<file path="src/rtl/i2c_pkg.sv">
// Shared widths, command word layout and FSM encoding for the I2C command sequencer.
// Latency: n/a (declarations only).
// Backpressure: n/a.
package i2c_pkg;

  localparam int I2C_ADDR_W = 7;
  localparam int I2C_DATA_W = 8;
  localparam int CMD_W      = 1 + I2C_ADDR_W + I2C_DATA_W;

  // Command word as stored in the queue: {rw, addr, data}, 16 bits.
  typedef struct packed {
    logic                  rw;
    logic [I2C_ADDR_W-1:0] addr;
    logic [I2C_DATA_W-1:0] data;
  } cmd_t;

  typedef enum logic [1:0] {
    ST_IDLE   = 2'd0,
    ST_LAUNCH = 2'd1,
    ST_WAIT   = 2'd2,
    ST_GAP    = 2'd3
  } state_t;

endpackage

</file>
<file path="src/rtl/i2c_cmd_fifo.sv">
// Synchronous DEPTH x cmd_t command queue with count/full/empty.
// Latency: head visible combinationally one cycle after the push into an empty queue.
// Backpressure: pushes while full and pops while empty are ignored.
module i2c_cmd_fifo
  import i2c_pkg::*;
#(
  parameter int DEPTH = 4
) (
  input  logic                     clk,
  input  logic                     rst,
  input  logic                     wr_en,
  input  cmd_t                     wr_dat,
  input  logic                     rd_en,
  output cmd_t                     rd_dat,
  output logic [$clog2(DEPTH):0]   count,
  output logic                     full,
  output logic                     empty
);

  localparam int PTR_W = $clog2(DEPTH);
  localparam int CNT_W = PTR_W + 1;

  cmd_t             mem [DEPTH];
  logic [PTR_W-1:0] wr_ptr;
  logic [PTR_W-1:0] rd_ptr;
  logic             do_push;
  logic             do_pop;

  assign full    = (count == CNT_W'(DEPTH));
  assign empty   = (count == '0);
  assign do_push = wr_en && !full;
  assign do_pop  = rd_en && !empty;
  assign rd_dat  = mem[rd_ptr];

  // Storage array; no reset needed since the pointers define validity.
  always_ff @(posedge clk) begin
    if (do_push) begin
      mem[wr_ptr] <= wr_dat;
    end
  end

  // Pointers wrap naturally because DEPTH is a power of two.
  always_ff @(posedge clk or negedge rst) begin
    if (!rst) begin
      wr_ptr <= '0;
      rd_ptr <= '0;
      count  <= '0;
    end else begin
      if (do_push) wr_ptr <= wr_ptr + 1'b1;
      if (do_pop)  rd_ptr <= rd_ptr + 1'b1;
      if (do_push && !do_pop)      count <= count + 1'b1;
      else if (!do_push && do_pop) count <= count - 1'b1;
    end
  end

endmodule

</file>
<file path="src/rtl/i2c_cmd_sequencer.sv">
// Queues I2C commands and launches them one at a time to the master, returning one response each.
// Latency: send 2 clk after a push into an empty idle block; response 1 clk after tx_done rises.
// Backpressure: cmd_ready low while the queue is full; responses have none. Option: I2C_SEQ_TIMEOUT_EN adds a WAIT watchdog.
module i2c_cmd_sequencer
  import i2c_pkg::*;
#(
  parameter int DEPTH          = 4,
  parameter int GAP_CYCLES     = 8,
  parameter int TIMEOUT_CYCLES = 4096
) (
  input  logic                   clk,
  input  logic                   rst,
  input  logic                   cmd_valid,
  output logic                   cmd_ready,
  input  logic                   cmd_rw,
  input  logic [I2C_ADDR_W-1:0]  cmd_addr,
  input  logic [I2C_DATA_W-1:0]  cmd_data,
  output logic                   send,
  output logic                   r_w,
  output logic [I2C_ADDR_W-1:0]  master_address,
  output logic [I2C_DATA_W-1:0]  data_in_1,
  input  logic                   tx_done,
  input  logic [I2C_DATA_W-1:0]  data_out_master,
  output logic                   rsp_valid,
  output logic                   rsp_rw,
  output logic [I2C_DATA_W-1:0]  rsp_data,
  output logic                   rsp_err,
  output logic                   busy,
  output logic [$clog2(DEPTH):0] fifo_count
);

  localparam int GAP_W = $clog2(GAP_CYCLES + 1);

  state_t           state;
  cmd_t             cmd_in;
  cmd_t             head;
  logic             fifo_full;
  logic             fifo_empty;
  logic             pop;
  logic             tx_done_q;
  logic             tx_rise;
  logic [GAP_W-1:0] gap_cnt;

  assign cmd_in    = {cmd_rw, cmd_addr, cmd_data};
  assign cmd_ready = !fifo_full;
  assign pop       = (state == ST_IDLE) && !fifo_empty;
  assign busy      = (state != ST_IDLE) || !fifo_empty;
  // A level that is already high on WAIT entry has tx_done_q set, so it never counts.
  assign tx_rise   = tx_done && !tx_done_q;

  i2c_cmd_fifo #(.DEPTH(DEPTH)) u_fifo (
    .clk    (clk),
    .rst    (rst),
    .wr_en  (cmd_valid),
    .wr_dat (cmd_in),
    .rd_en  (pop),
    .rd_dat (head),
    .count  (fifo_count),
    .full   (fifo_full),
    .empty  (fifo_empty)
  );

`ifdef I2C_SEQ_TIMEOUT_EN
  localparam int WAIT_W = $clog2(TIMEOUT_CYCLES + 1);
  logic [WAIT_W-1:0] wait_cnt;
  logic              err_q;
  assign rsp_err = err_q;
`else
  assign rsp_err = 1'b0;
`endif

  // Launch/complete FSM with registered master-side and response outputs.
  always_ff @(posedge clk or negedge rst) begin
    if (!rst) begin
      state          <= ST_IDLE;
      send           <= 1'b0;
      r_w            <= 1'b0;
      master_address <= '0;
      data_in_1      <= '0;
      rsp_valid      <= 1'b0;
      rsp_rw         <= 1'b0;
      rsp_data       <= '0;
      tx_done_q      <= 1'b0;
      gap_cnt        <= '0;
`ifdef I2C_SEQ_TIMEOUT_EN
      wait_cnt       <= '0;
      err_q          <= 1'b0;
`endif
    end else begin
      tx_done_q <= tx_done;
      send      <= 1'b0;
      rsp_valid <= 1'b0;
      case (state)
        ST_IDLE: begin
          if (pop) begin
            r_w            <= head.rw;
            master_address <= head.addr;
            data_in_1      <= head.data;
            send           <= 1'b1;
            state          <= ST_LAUNCH;
          end
        end
        ST_LAUNCH: begin
          state <= ST_WAIT;
`ifdef I2C_SEQ_TIMEOUT_EN
          wait_cnt <= '0;
`endif
        end
        ST_WAIT: begin
          if (tx_rise) begin
            rsp_valid <= 1'b1;
            rsp_rw    <= r_w;
            rsp_data  <= r_w ? data_out_master : '0;
            gap_cnt   <= '0;
            state     <= ST_GAP;
`ifdef I2C_SEQ_TIMEOUT_EN
            err_q     <= 1'b0;
          end else if (wait_cnt == WAIT_W'(TIMEOUT_CYCLES - 1)) begin
            rsp_valid <= 1'b1;
            rsp_rw    <= r_w;
            rsp_data  <= '0;
            err_q     <= 1'b1;
            gap_cnt   <= '0;
            state     <= ST_GAP;
          end else begin
            wait_cnt  <= wait_cnt + 1'b1;
`endif
          end
        end
        ST_GAP: begin
          if (gap_cnt == GAP_W'(GAP_CYCLES - 1)) begin
            state <= ST_IDLE;
          end else begin
            gap_cnt <= gap_cnt + 1'b1;
          end
        end
        default: state <= ST_IDLE;
      endcase
    end
  end

endmodule

</file>
<file path="config.mk">
export PLATFORM = sky130hd
export DESIGN_NAME = i2c_cmd_sequencer
export DESIGN_NICKNAME = d
export VERILOG_FILES = /design/src/rtl/i2c_pkg.sv /design/src/rtl/i2c_cmd_fifo.sv /design/src/rtl/i2c_cmd_sequencer.sv
export SDC_FILE = /design/constraint.sdc
export NUM_CORES = 1
export LEC_CHECK = 0
export CAP_MARGIN = 30
export CORE_MARGIN = 5
export CORE_UTILIZATION = 50
export CTS_BUF_LIST = sky130_fd_sc_hd__clkbuf_8
export CTS_CLUSTER_SIZE = 25
export DETAILED_ROUTE_END_ITERATION = 10
export MAX_ROUTING_LAYER = met4
export PLACE_DENSITY = 0.79
export SETUP_SLACK_MARGIN = 0.2
export SLEW_MARGIN = 10
export SYNTH_ARGS = -nofsm -noshare
export SYNTH_HDL_FRONTEND = slang
export SYNTH_SLANG_ARGS = --single-unit
export TNS_END_PERCENT = 1
</file>
<file path="constraint.sdc">
create_clock -name clk -period 5.9 [get_ports clk]
set_input_delay 1.18 -clock clk [delete_from_list [all_inputs] [get_ports clk]]
set_output_delay 1.18 -clock clk [all_outputs]
set_load 0.02 [all_outputs]
</file>
* Word level (Yosys, flattened, before mapping) *
Memories as Yosys holds them, arrays and structs flattened. A register that Yosys moved wholly into a read port is not among the register bits.
Cells that the tools add are included.

storage, ports and cells
  register bits = 25
  bits in writable memories = 64
  output and inout bits = 33
  word-level logic and storage cells = 63
  memories kept = 1

memories
  memory      words  width  read ports  clocked after Yosys merged registers in  wr ports  RTL line            source
  u_fifo.mem  4      16     1           1                                        1         i2c_cmd_fifo.sv:23  cmd_t mem [DEPTH];

cells by class
  $add $sub $neg = 5
  eq/ne operators = 9
  multiplexer cells = 16
  reduce and logical (&&, ||, !) cells = 22

operators with widths
  kind                                                                count
  4-bit 2-to-1 mux                                                    2
  8-bit 2-to-1 mux                                                    1
  2-bit case mux with 4 select lines                                  1
  4-bit case mux with 2 select lines                                  1
  1-bit logical AND                                                   6
  1-bit logical NOT                                                   6
  1-bit 2-to-1 mux                                                    6
  2-bit 2-to-1 mux                                                    3
  3-bit 2-to-1 mux                                                    2
  2-bit != test, second input constant                                3
  3-bit AND reduction                                                 2
  2-bit nonzero test                                                  3
  2-bit by 1-bit adder with 2-bit output, second input constant       2
  4-bit by 1-bit adder with 4-bit output, second input constant       1
  2-bit == test, second input constant                                2
  4-bit by 3-bit == test with 1-bit output, second input constant     1
  2-bit AND reduction                                                 2
  3-bit by 1-bit adder with 3-bit output, second input constant       1
  3-bit == test, second input constant                                1
  3-bit logical NOT                                                   1
  3-bit by 1-bit subtractor with 3-bit output, second input constant  1
  2-bit by 1-bit == test with 1-bit output, second input constant     1
  2-bit logical NOT                                                   1
  2-bit by 1-bit != test with 1-bit output, second input constant     1
  1-bit logical OR                                                    1

* Longest topological paths before layout *
Gate-level depths: netlist of the first run.

  word-level depth = 7
  depth in mapped cells = 10

* By module *
Synthesis of the first run repeated with hierarchy kept, for this count alone.

second synthesis, totals
  cells, all modules = 241
  area, all modules = 4281.6 µm²

modules (own cells, without submodules)
  module             instances  cells an instance  area an instance (µm²)
  i2c_cmd_fifo       1          120                2778.9
  i2c_cmd_sequencer  1          121                1502.7

* Worst setup path after synthesis of the first run *
No wires, ideal clock.

  path kind = input to register
  start = input cmd_valid
  end = register u_fifo.count[2]
  arrival = 2430 ps
  data required time = 5821 ps
  slack = 3391 ps
  cell stages on the path = 7
  cells stage by stage = a21boi_2 > ha_1 > inv_1 > fa_1 > xor2_1 > nor2_1 > xor2_1

on the way
  cells in the longest elaborated chain, start to end = 4
  elaborated cells between the ends (all ways) = 6
  classes of those cells = mux (1); reduce/logical (5)

ends and longest elaborated chain
  what                                 RTL line                 source
  start: declaration                   i2c_cmd_sequencer.sv:13  input logic cmd_valid,
  1-bit logical AND *                  i2c_cmd_fifo.sv:31       assign do_push = wr_en && !full;
  1-bit logical NOT                    i2c_cmd_fifo.sv:52       else if (!do_push && do_pop) count <= count - 1'b1;
  1-bit logical AND                    i2c_cmd_fifo.sv:52
  2-bit nonzero test (no source line)  -
  end signal: assignment               i2c_cmd_fifo.sv:51       if (do_push && !do_pop) count <= count + 1'b1;
  end signal: assignment               i2c_cmd_fifo.sv:52
  end: declaration                     i2c_cmd_fifo.sv:15       output logic [$clog2(DEPTH):0] count,

Every way passes the cells marked *; elsewhere a longest branch is shown, timed or not.
A chain may end at the register's enable or synchronous reset.

* Worst setup path after layout of the first run *
  start = register state[0]
  end = output busy

on the way
  cells in the longest elaborated chain, start to end = 2

ends and longest elaborated chain
  what                      RTL line                  source
  start: declaration        i2c_cmd_sequencer.sv:34   state_t state;
  start signal: assignment  i2c_cmd_sequencer.sv:75   state <= ST_IDLE;
  start signal: assignment  i2c_cmd_sequencer.sv:100  state <= ST_LAUNCH;
  start signal: assignment  i2c_cmd_sequencer.sv:104  state <= ST_WAIT;
  2-bit nonzero test        i2c_cmd_sequencer.sv:47   assign busy = (state != ST_IDLE) || !fifo_empty;
  1-bit logical OR          i2c_cmd_sequencer.sv:47
  end: declaration          i2c_cmd_sequencer.sv:28   output logic busy,

No other way between the ends.

==> metrics.log, run 1 <==
[metrics] standard-cell rows: 33
[metrics] floorplan core area: approximately 8200 um^2
[metrics] power per standard cell area: between 500 and 600 nW/um^2
[metrics] number of I/O pins: a little over 60
[metrics] actual slew at the worst max-slew pin: 829 ps
[metrics] share of final-layout standard cells stronger than drive strength 1: between 10% and 20%
[metrics] number of CTS-inserted buffers: 9
[metrics] maximum clock rate: 307 MHz
[metrics] startpoint kind of the worst setup timing path: flop
[metrics] final design area excluding fillers: 5090 um^2
[metrics] final core occ: 61.9%
[metrics] number of pins with negative max-slew slack in the final report: 0
[metrics] initial antenna violation count: 0
[metrics] post-synthesis async set-or-reset flop share: 39.0%
[metrics] CP Capture Type: output port
[metrics] count of final setup violators: 0
[metrics] share of the synthesized area in the top cell type: 45.6%
[metrics] WP data required: around 4700 ps
[metrics] first-pass GRT wire length: about 12000 um
[metrics] htree depth: 3
[metrics] Worst-Skew Late Latency: around 360 ps
[metrics] final hold vios: 0
[metrics] maximum number of pins on one net before global-route repair: 42
[metrics] estimated wirelength of the detail-placed design: slightly above 5000 um
[metrics] number of diodes: 0
[metrics] HP Class: flop to flop
[metrics] critical-path maximum fanout: 3
[metrics] Worst Setup Path Type: flop to output port
[metrics] leakage power figure: 1.98 nW
[metrics] global routing usage on met1: between 20 and 25%
[metrics] most used standard cells in the synthesized netlist: sky130_fd_sc_hd__nand2_1 (67), sky130_fd_sc_hd__edfxtp_1 (64), sky130_fd_sc_hd__dfrtp_1 (41), sky130_fd_sc_hd__mux4_2 (16)
[metrics] flip-flop cell with the highest count after synthesis: sky130_fd_sc_hd__edfxtp_1
[metrics] initial standard-cell utilization of the core: 51.3%
[metrics] Port Buffers: around 60
[metrics] Vias: 2329
[metrics] vertical die dimension: 102 um
[metrics] routed len/inst: 16.9 um
[metrics] number of max-cap violations: 0
[metrics] register-to-register path setup slack: 3680 ps
[metrics] overflow left after global routing: 0
[metrics] Syn-to-layout area delta: 20.8%
[metrics] Syn Std Cell Area: 4210 um^2
[metrics] global placement routability congestion: 0.739
[metrics] clock tree root driver cell: sky130_fd_sc_hd__clkbuf_8
[metrics] GR met3 Demand/Resource: 2.96%
[metrics] fin nets: 371
[metrics] data arrival time at the worst-slack endpoint: around 2100 ps
[metrics] post-route clock skew: 10.5 ps
[metrics] total of cells resized after clock tree synthesis: 0
[metrics] top-count cell post-synth: sky130_fd_sc_hd__nand2_1
[metrics] clock period minus final worst setup slack: 3260 ps
[metrics] number of unique standard cell types used by synthesis: 35
[metrics] via count of the first global-routing pass: 2436
[metrics] overall fraction of global-route tracks in use: around 16%
[metrics] final hold slack: 486 ps
[metrics] maximum VDD drop: a little over 0.2 mV
[metrics] Vias/cell: 5.27
[metrics] average size of a mapped cell: 15.6 um^2
[metrics] Sink Count: 105
[metrics] Post-Synthesis Cells: 270
[metrics] synthesized flop and latch total: roughly 110
[metrics] status: completed
[metrics] count of flip-flops with a built-in enable after synthesis: 64
[metrics] clock tree from TritonCTS: done
[metrics] Post CTS Setup Buffer Count: 0
[metrics] Yosys top cell by area: sky130_fd_sc_hd__edfxtp_1
[metrics] syn nets: around 310
[metrics] number of warnings issued by yosys: 0
[metrics] Antenna Violating Nets Remaining: 0
[metrics] Placement Cell Area: between 4000 and 5000 um^2
[metrics] final sum of negative setup slack: 0 ps
[metrics] crit share post-route: 55.2%
[metrics] layer carrying the most global-route usage: met2
[metrics] Seq/Total Area, Yosys: 70.0%
[metrics] total DRC errors in the routed layout: 0
[metrics] Post-Route WL: 7490 um
[metrics] worst slack at placement: 2790 ps
[metrics] leading cell types by total area after synthesis: sky130_fd_sc_hd__edfxtp_1 (46%), sky130_fd_sc_hd__dfrtp_1 (24%), sky130_fd_sc_hd__mux4_2 (8.6%)
[metrics] buffers from clock root to sink, at most: 2
[metrics] floorplan die area: between 10000 and 15000 um^2
[metrics] setup repair after global routing missed its margin: no
[metrics] relative max-transition margin: 44.7%
[metrics] Die W: 102 um
[metrics] Initial DRC Count: ~120
[metrics] first-pass detailed-route iteration total: 4
[metrics] met2 usage in global routing: 27.4%
[metrics] number of buffers added to fix hold violations after cts: 0
[metrics] CTS clk-pin slew, worst paths: 110 ps
[metrics] final worst setup slack: 2640 ps
[routing by layer]
layer / share of wire (%) / up-vias
met2: 53 / 64
met1: 42 / 1173
li1: - / 1086
met4: 0.71 / 0
met5: 0 / -
met3: 5.1 / 6
[final cells by class]
type / count / area, um^2
fill: 621 / 3130
sequential: 105 / 2950
timing repair buffer: 62 / 636
multi-input combinational: 144 / 1140
tap: 105 / 131
clock inverter: 7 / 65.1
inverter: 10 / 40.0
clock buffer: 9 / 124
[placed cells by master (no fill, tap or decap), drive strengths merged, types with 2 or more instances in the layout]
| master | synthesis | final |
|---|---|---|
| dfrtp | 41 | 41 |
| mux2 | 5 | 5 |
| nand3b | 2 | 2 |
| buf | 8 | 4 |
| mux4 | 16 | 16 |
| edfxtp | 64 | 64 |
| clkdlybuf4s50 | 0 | 58 |
| nand2 | 67 | 67 |
| a21oi | 2 | 2 |
| ha | 10 | 10 |
| o21ai | 10 | 10 |
| clkbuf | 3 | 9 |
| clkinv | 0 | 4 |
| xnor2 | 4 | 4 |
| a22o | 4 | 4 |
| nor2 | 3 | 3 |
| xor2 | 2 | 2 |
| nand2b | 2 | 2 |
| and2 | 4 | 4 |
| inv | 10 | 13 |
[power by group]
group	switching (mW)	leakage, nW	internal [mW]	total (mW)
sequential	0.171	1.10	1.02	1.19
combinational	0.502	0.787	0.493	0.995
clock	0.254	0.0973	0.163	0.417
total	0.927	1.98	1.67	2.60
[logic make-up after synthesis]
logic type	Yosys count	share of synthesized area, %
DFF	105	70.0
xor gates and xnor gates	6	1.25
buffers and inverters	21	2.82
AOI/OAI and AO/OA	22	3.98
and+or+nand+nor	82	8.29
muxes	22	10.1
other	1	0.0890
adders and majority gates	11	3.45
[final timing paths]
kind,startpoint,to,cells past startpoint
setup / recovery,state[0],busy,5
hold / removal,data_in_1[0],data_in_1[0],2
setup reg to reg,u_fifo.count[1],u_fifo.count[2],7
hold reg to reg,data_in_1[0],data_in_1[0],2
max in group asynchronous,rst,gap_cnt[2],2
min in group asynchronous,rst,u_fifo.count[0],1
[worst max-delay path, stage by stage (launching register included)]
cell and delay, ps:
sky130_fd_sc_hd__dfrtp_1 410, sky130_fd_sc_hd__inv_1 120, sky130_fd_sc_hd__ha_1 210, sky130_fd_sc_hd__nor4b_2 360, sky130_fd_sc_hd__inv_1 80, sky130_fd_sc_hd__clkdlybuf4s50_1 540
[stage by stage]
step                      total power [mW]  std cells
after floorplan                       1.84        270
after global placement                2.15        423
after detailed placement              2.21        424
after CTS                             2.62        440
after global routing                  2.78        442
final                                 2.60        442
[sequential cells by signal (all words and copies together), names as in the netlist]
name,flops
u_fifo.mem,64
data_in_1,8
rsp_data,8
master_address,7
gap_cnt,4
u_fifo.count,3
state,2
u_fifo.rd_ptr,2
u_fifo.wr_ptr,2
r_w,1
rsp_rw,1
rsp_valid,1
send,1
tx_done_q,1
Note: power is estimated with default switching activity, not from simulation.
==> run 2, diff against run 1 <==
- PLACE_DENSITY: 0.79 -> 0.82
- clock period: 5.9 -> 2.9 ns (I/O delays scaled with it)
==> metrics.log, run 2 (same netlist as run 1, synthesis figures left out) <==
[metrics] status: completed (unchanged)
[metrics] Vias: 2365 (was 2329)
[metrics] Die W: 102 um (unchanged)
[metrics] CTS clk-pin slew, worst paths: 110 ps (about the same)
[metrics] routed len/inst: 17.0 um (was 16.9 um)
[metrics] number of CTS-inserted buffers: 9 (unchanged)
[metrics] CP Capture Type: output port (unchanged)
[metrics] register-to-register path setup slack: 790 ps (was 3680 ps)
[metrics] buffers from clock root to sink, at most: 2 (unchanged)
[metrics] standard-cell rows: 33 (unchanged)
[metrics] Worst-Skew Late Latency: 370 ps (was 360 ps)
[metrics] estimated wirelength of the detail-placed design: 5050 um (was 5120 um)
[metrics] crit share post-route: 88.0%
[metrics] setup repair after global routing missed its margin: no (unchanged)
[metrics] final hold slack: 139 ps (was 486 ps)
[metrics] number of diodes: 0 (unchanged)
[metrics] initial standard-cell utilization of the core: 51.3% (unchanged)
[metrics] vertical die dimension: 102 um (unchanged)
[metrics] Worst path most repeated cell: sky130_fd_sc_hd__inv_1 (unchanged)
[metrics] Regs by FF count: u_fifo.mem x64, data_in_1 x8, rsp_data x8 (unchanged)
[metrics] floorplan die area: 10400 um^2 (unchanged)
[metrics] clock period minus final worst setup slack: ~2600 ps
[metrics] Antenna Violating Nets Remaining: 0 (unchanged)
[metrics] Sink Count: 105 (unchanged)
[metrics] HP Class: primary input to async pin (was flop to flop)
[metrics] data arrival time at the worst-slack endpoint: 1970 ps (was 2080 ps)
[metrics] fin nets: 377 (was 371)
[metrics] final hold vios: 0 (unchanged)
[metrics] htree depth: 3 (unchanged)
[metrics] number of pins with negative max-slew slack in the final report: 0 (unchanged)
[metrics] maximum clock rate: 392 MHz
[metrics] post-route clock skew: 13.8 ps (was 10.5 ps)
[metrics] number of buffers added to fix hold violations after cts: 0 (unchanged)
[metrics] Initial DRC Count: 99 (was 122)
[metrics] first-pass detailed-route iteration total: 4 (unchanged)
[metrics] maximum VDD drop: 0.574 mV (was 0.208 mV)
[metrics] delay contributed by the slowest stage of the critical path: 540 ps (about the same)
[metrics] number of max-cap violations: 0 (unchanged)
[metrics] Critical Path Start: state[0] (unchanged)
[metrics] number of I/O pins: 61 (unchanged)
[metrics] maximum number of pins on one net before global-route repair: 42 (unchanged)
[metrics] path depth of the worst reg2reg path: 8 (was 7)
[metrics] via count of the first global-routing pass: 2456 (was 2436)
[metrics] most common cell after layout, fill and taps aside: sky130_fd_sc_hd__nand2_1 (unchanged)
[metrics] Port Buffers: 59 (unchanged)
[metrics] total DRC errors in the routed layout: 0 (unchanged)
[metrics] number of flip-flops in the largest register: 64 (unchanged)
[metrics] initial antenna violation count: 0 (unchanged)
[metrics] WP data required: 2320 ps (was 4720 ps)
[metrics] Filler Cells Inserted: 605 (was 621)
[metrics] FF-to-FF Start: u_fifo.count[0] (was u_fifo.count[1])
[metrics] largest register by flop count: u_fifo.mem (unchanged)
[metrics] count of final setup violators: 0 (unchanged)
[metrics] leakage power figure: 2.02 nW (was 1.98 nW)
[metrics] startpoint kind of the worst setup timing path: flop (unchanged)
[metrics] final sum of negative setup slack: 0 ps (unchanged)
[metrics] clock tree root driver cell: sky130_fd_sc_hd__clkbuf_8 (unchanged)
[metrics] power per standard cell area: 1040 nW/um^2 (was 511 nW/um^2)
[metrics] overflow left after global routing: 0 (unchanged)
[metrics] actual slew at the worst max-slew pin: 802 ps (was 829 ps)
[metrics] overall fraction of global-route tracks in use: 16.4% (was 16.3%)
[metrics] clock tree from TritonCTS: done (unchanged)
[metrics] worst flop-to-flop path endpoint: u_fifo.count[2] (unchanged)
[metrics] Post-Route WL: 7600 um (was 7490 um)
[metrics] crit path capture: busy (unchanged)
[metrics] share of final-layout standard cells stronger than drive strength 1: 14.3% (was 12.8%)
[metrics] floorplan core area: 8220 um^2 (unchanged)
[metrics] ordered list of cells on the worst path: inv_1, ha_1, nor4b_4, inv_1, clkdlybuf4s50_1 (was inv_1, ha_1, nor4b_2, inv_1, clkdlybuf4s50_1)
[metrics] Vias/cell: 5.28 (was 5.27)
[metrics] Syn-to-layout area delta: 22.1% (was 20.8%)
[metrics] first-pass GRT wire length: 12300 um (was 12400 um)
[metrics] commonest cells after routing, fill and taps aside: sky130_fd_sc_hd__nand2_1 (67), sky130_fd_sc_hd__edfxtp_1 (64), sky130_fd_sc_hd__clkdlybuf4s50_1 (58), sky130_fd_sc_hd__dfrtp_1 (41), sky130_fd_sc_hd__mux4_2 (16) (unchanged)
[metrics] relative max-transition margin: 46.5% (was 44.7%)
[metrics] final core occ: 62.6% (was 61.9%)
[metrics] critical-path maximum fanout: 3 (unchanged)
[metrics] slowest library cell on the worst path: sky130_fd_sc_hd__clkdlybuf4s50_1 (unchanged)
[metrics] global placement routability congestion: 0.743 (was 0.739)
[metrics] Worst Setup Path Type: flop to output port (unchanged)
run 2: cell types whose count changed in the layout (fill, tap and decap cells not counted), moves of 2 or more:
cell	delta
sky130_fd_sc_hd__buf_4	+8
sky130_fd_sc_hd__inv_8	+3
sky130_fd_sc_hd__buf_8	-2
sky130_fd_sc_hd__inv_6	-2
run 2: what timing repair did:
item,4_1_cts,5_1_grt
pin swaps,0,0
setup endpoints to repair,1,1
gates resized for setup,1,0
buffers inserted,0,1
run 2: final cells by class:
type                    instances  area (um^2)  area share [%]
flip-flops and latches        105         2950            57.3
multi-input cells             144         1150            22.4
repair buffers                 68          666            12.9
clock buffers                  10          138            2.68
well taps                     105          131            2.55
clock inverters                 6         67.6            1.31
inverters                      10         40.0           0.778
run 2: power breakdown:
part / internal [mW] / total (mW) / switching [mW]
clock: 0.366 / 0.893 / 0.527
combinational: 1.01 / 2.07 / 1.06
sequential: 2.06 / 2.39 / 0.326
run 2: worst min-delay path by stage:
stage | cells past startpoint | slack (ps) | end | startpoint
floorplan | 0 | 280 | data_in_1[0] | rst
global placement | 2 | 460 | master_address[4] | master_address[4]
detailed placement | 2 | 470 | master_address[1] | master_address[1]
CTS | 1 | 380 | tx_done_q | rst
global route | 1 | 150 | tx_done_q | rst
finish | 1 | 140 | tx_done_q | rst
run 2: per-stage QoR:
step	instances	setup WS, ps	power (mW)	instance area (um^2)
2_1_floorplan	270	647	3.74	4210
3_3_place_gp	430	447	4.43	4900
3_5_place_dp	430	381	4.52	4900
4_1_cts	446	279	5.42	5120
5_1_grt	448	223	5.71	5140
6_report	448	348	5.35	5140
run 2: routing by layer:
metal / vias to the layer above / global-route usage (%) / part of all wire, %
met2: 70 / 26.9 / 51
met4: 0 / 4.60 / 0.67
met3: 4 / 3.79 / 5.3
met1: 1194 / 20.6 / 43
met5: - / - / 0
li1: 1097 / - / -
run 2: worst max-delay path: cells and delay by family (launching register included):
kind	cells	cell delay, ps
adder cells (fa/ha/maj)	1	220
buffers and inverters	3	710
flip-flops	1	410
AND/OR/NAND/NOR	1	270
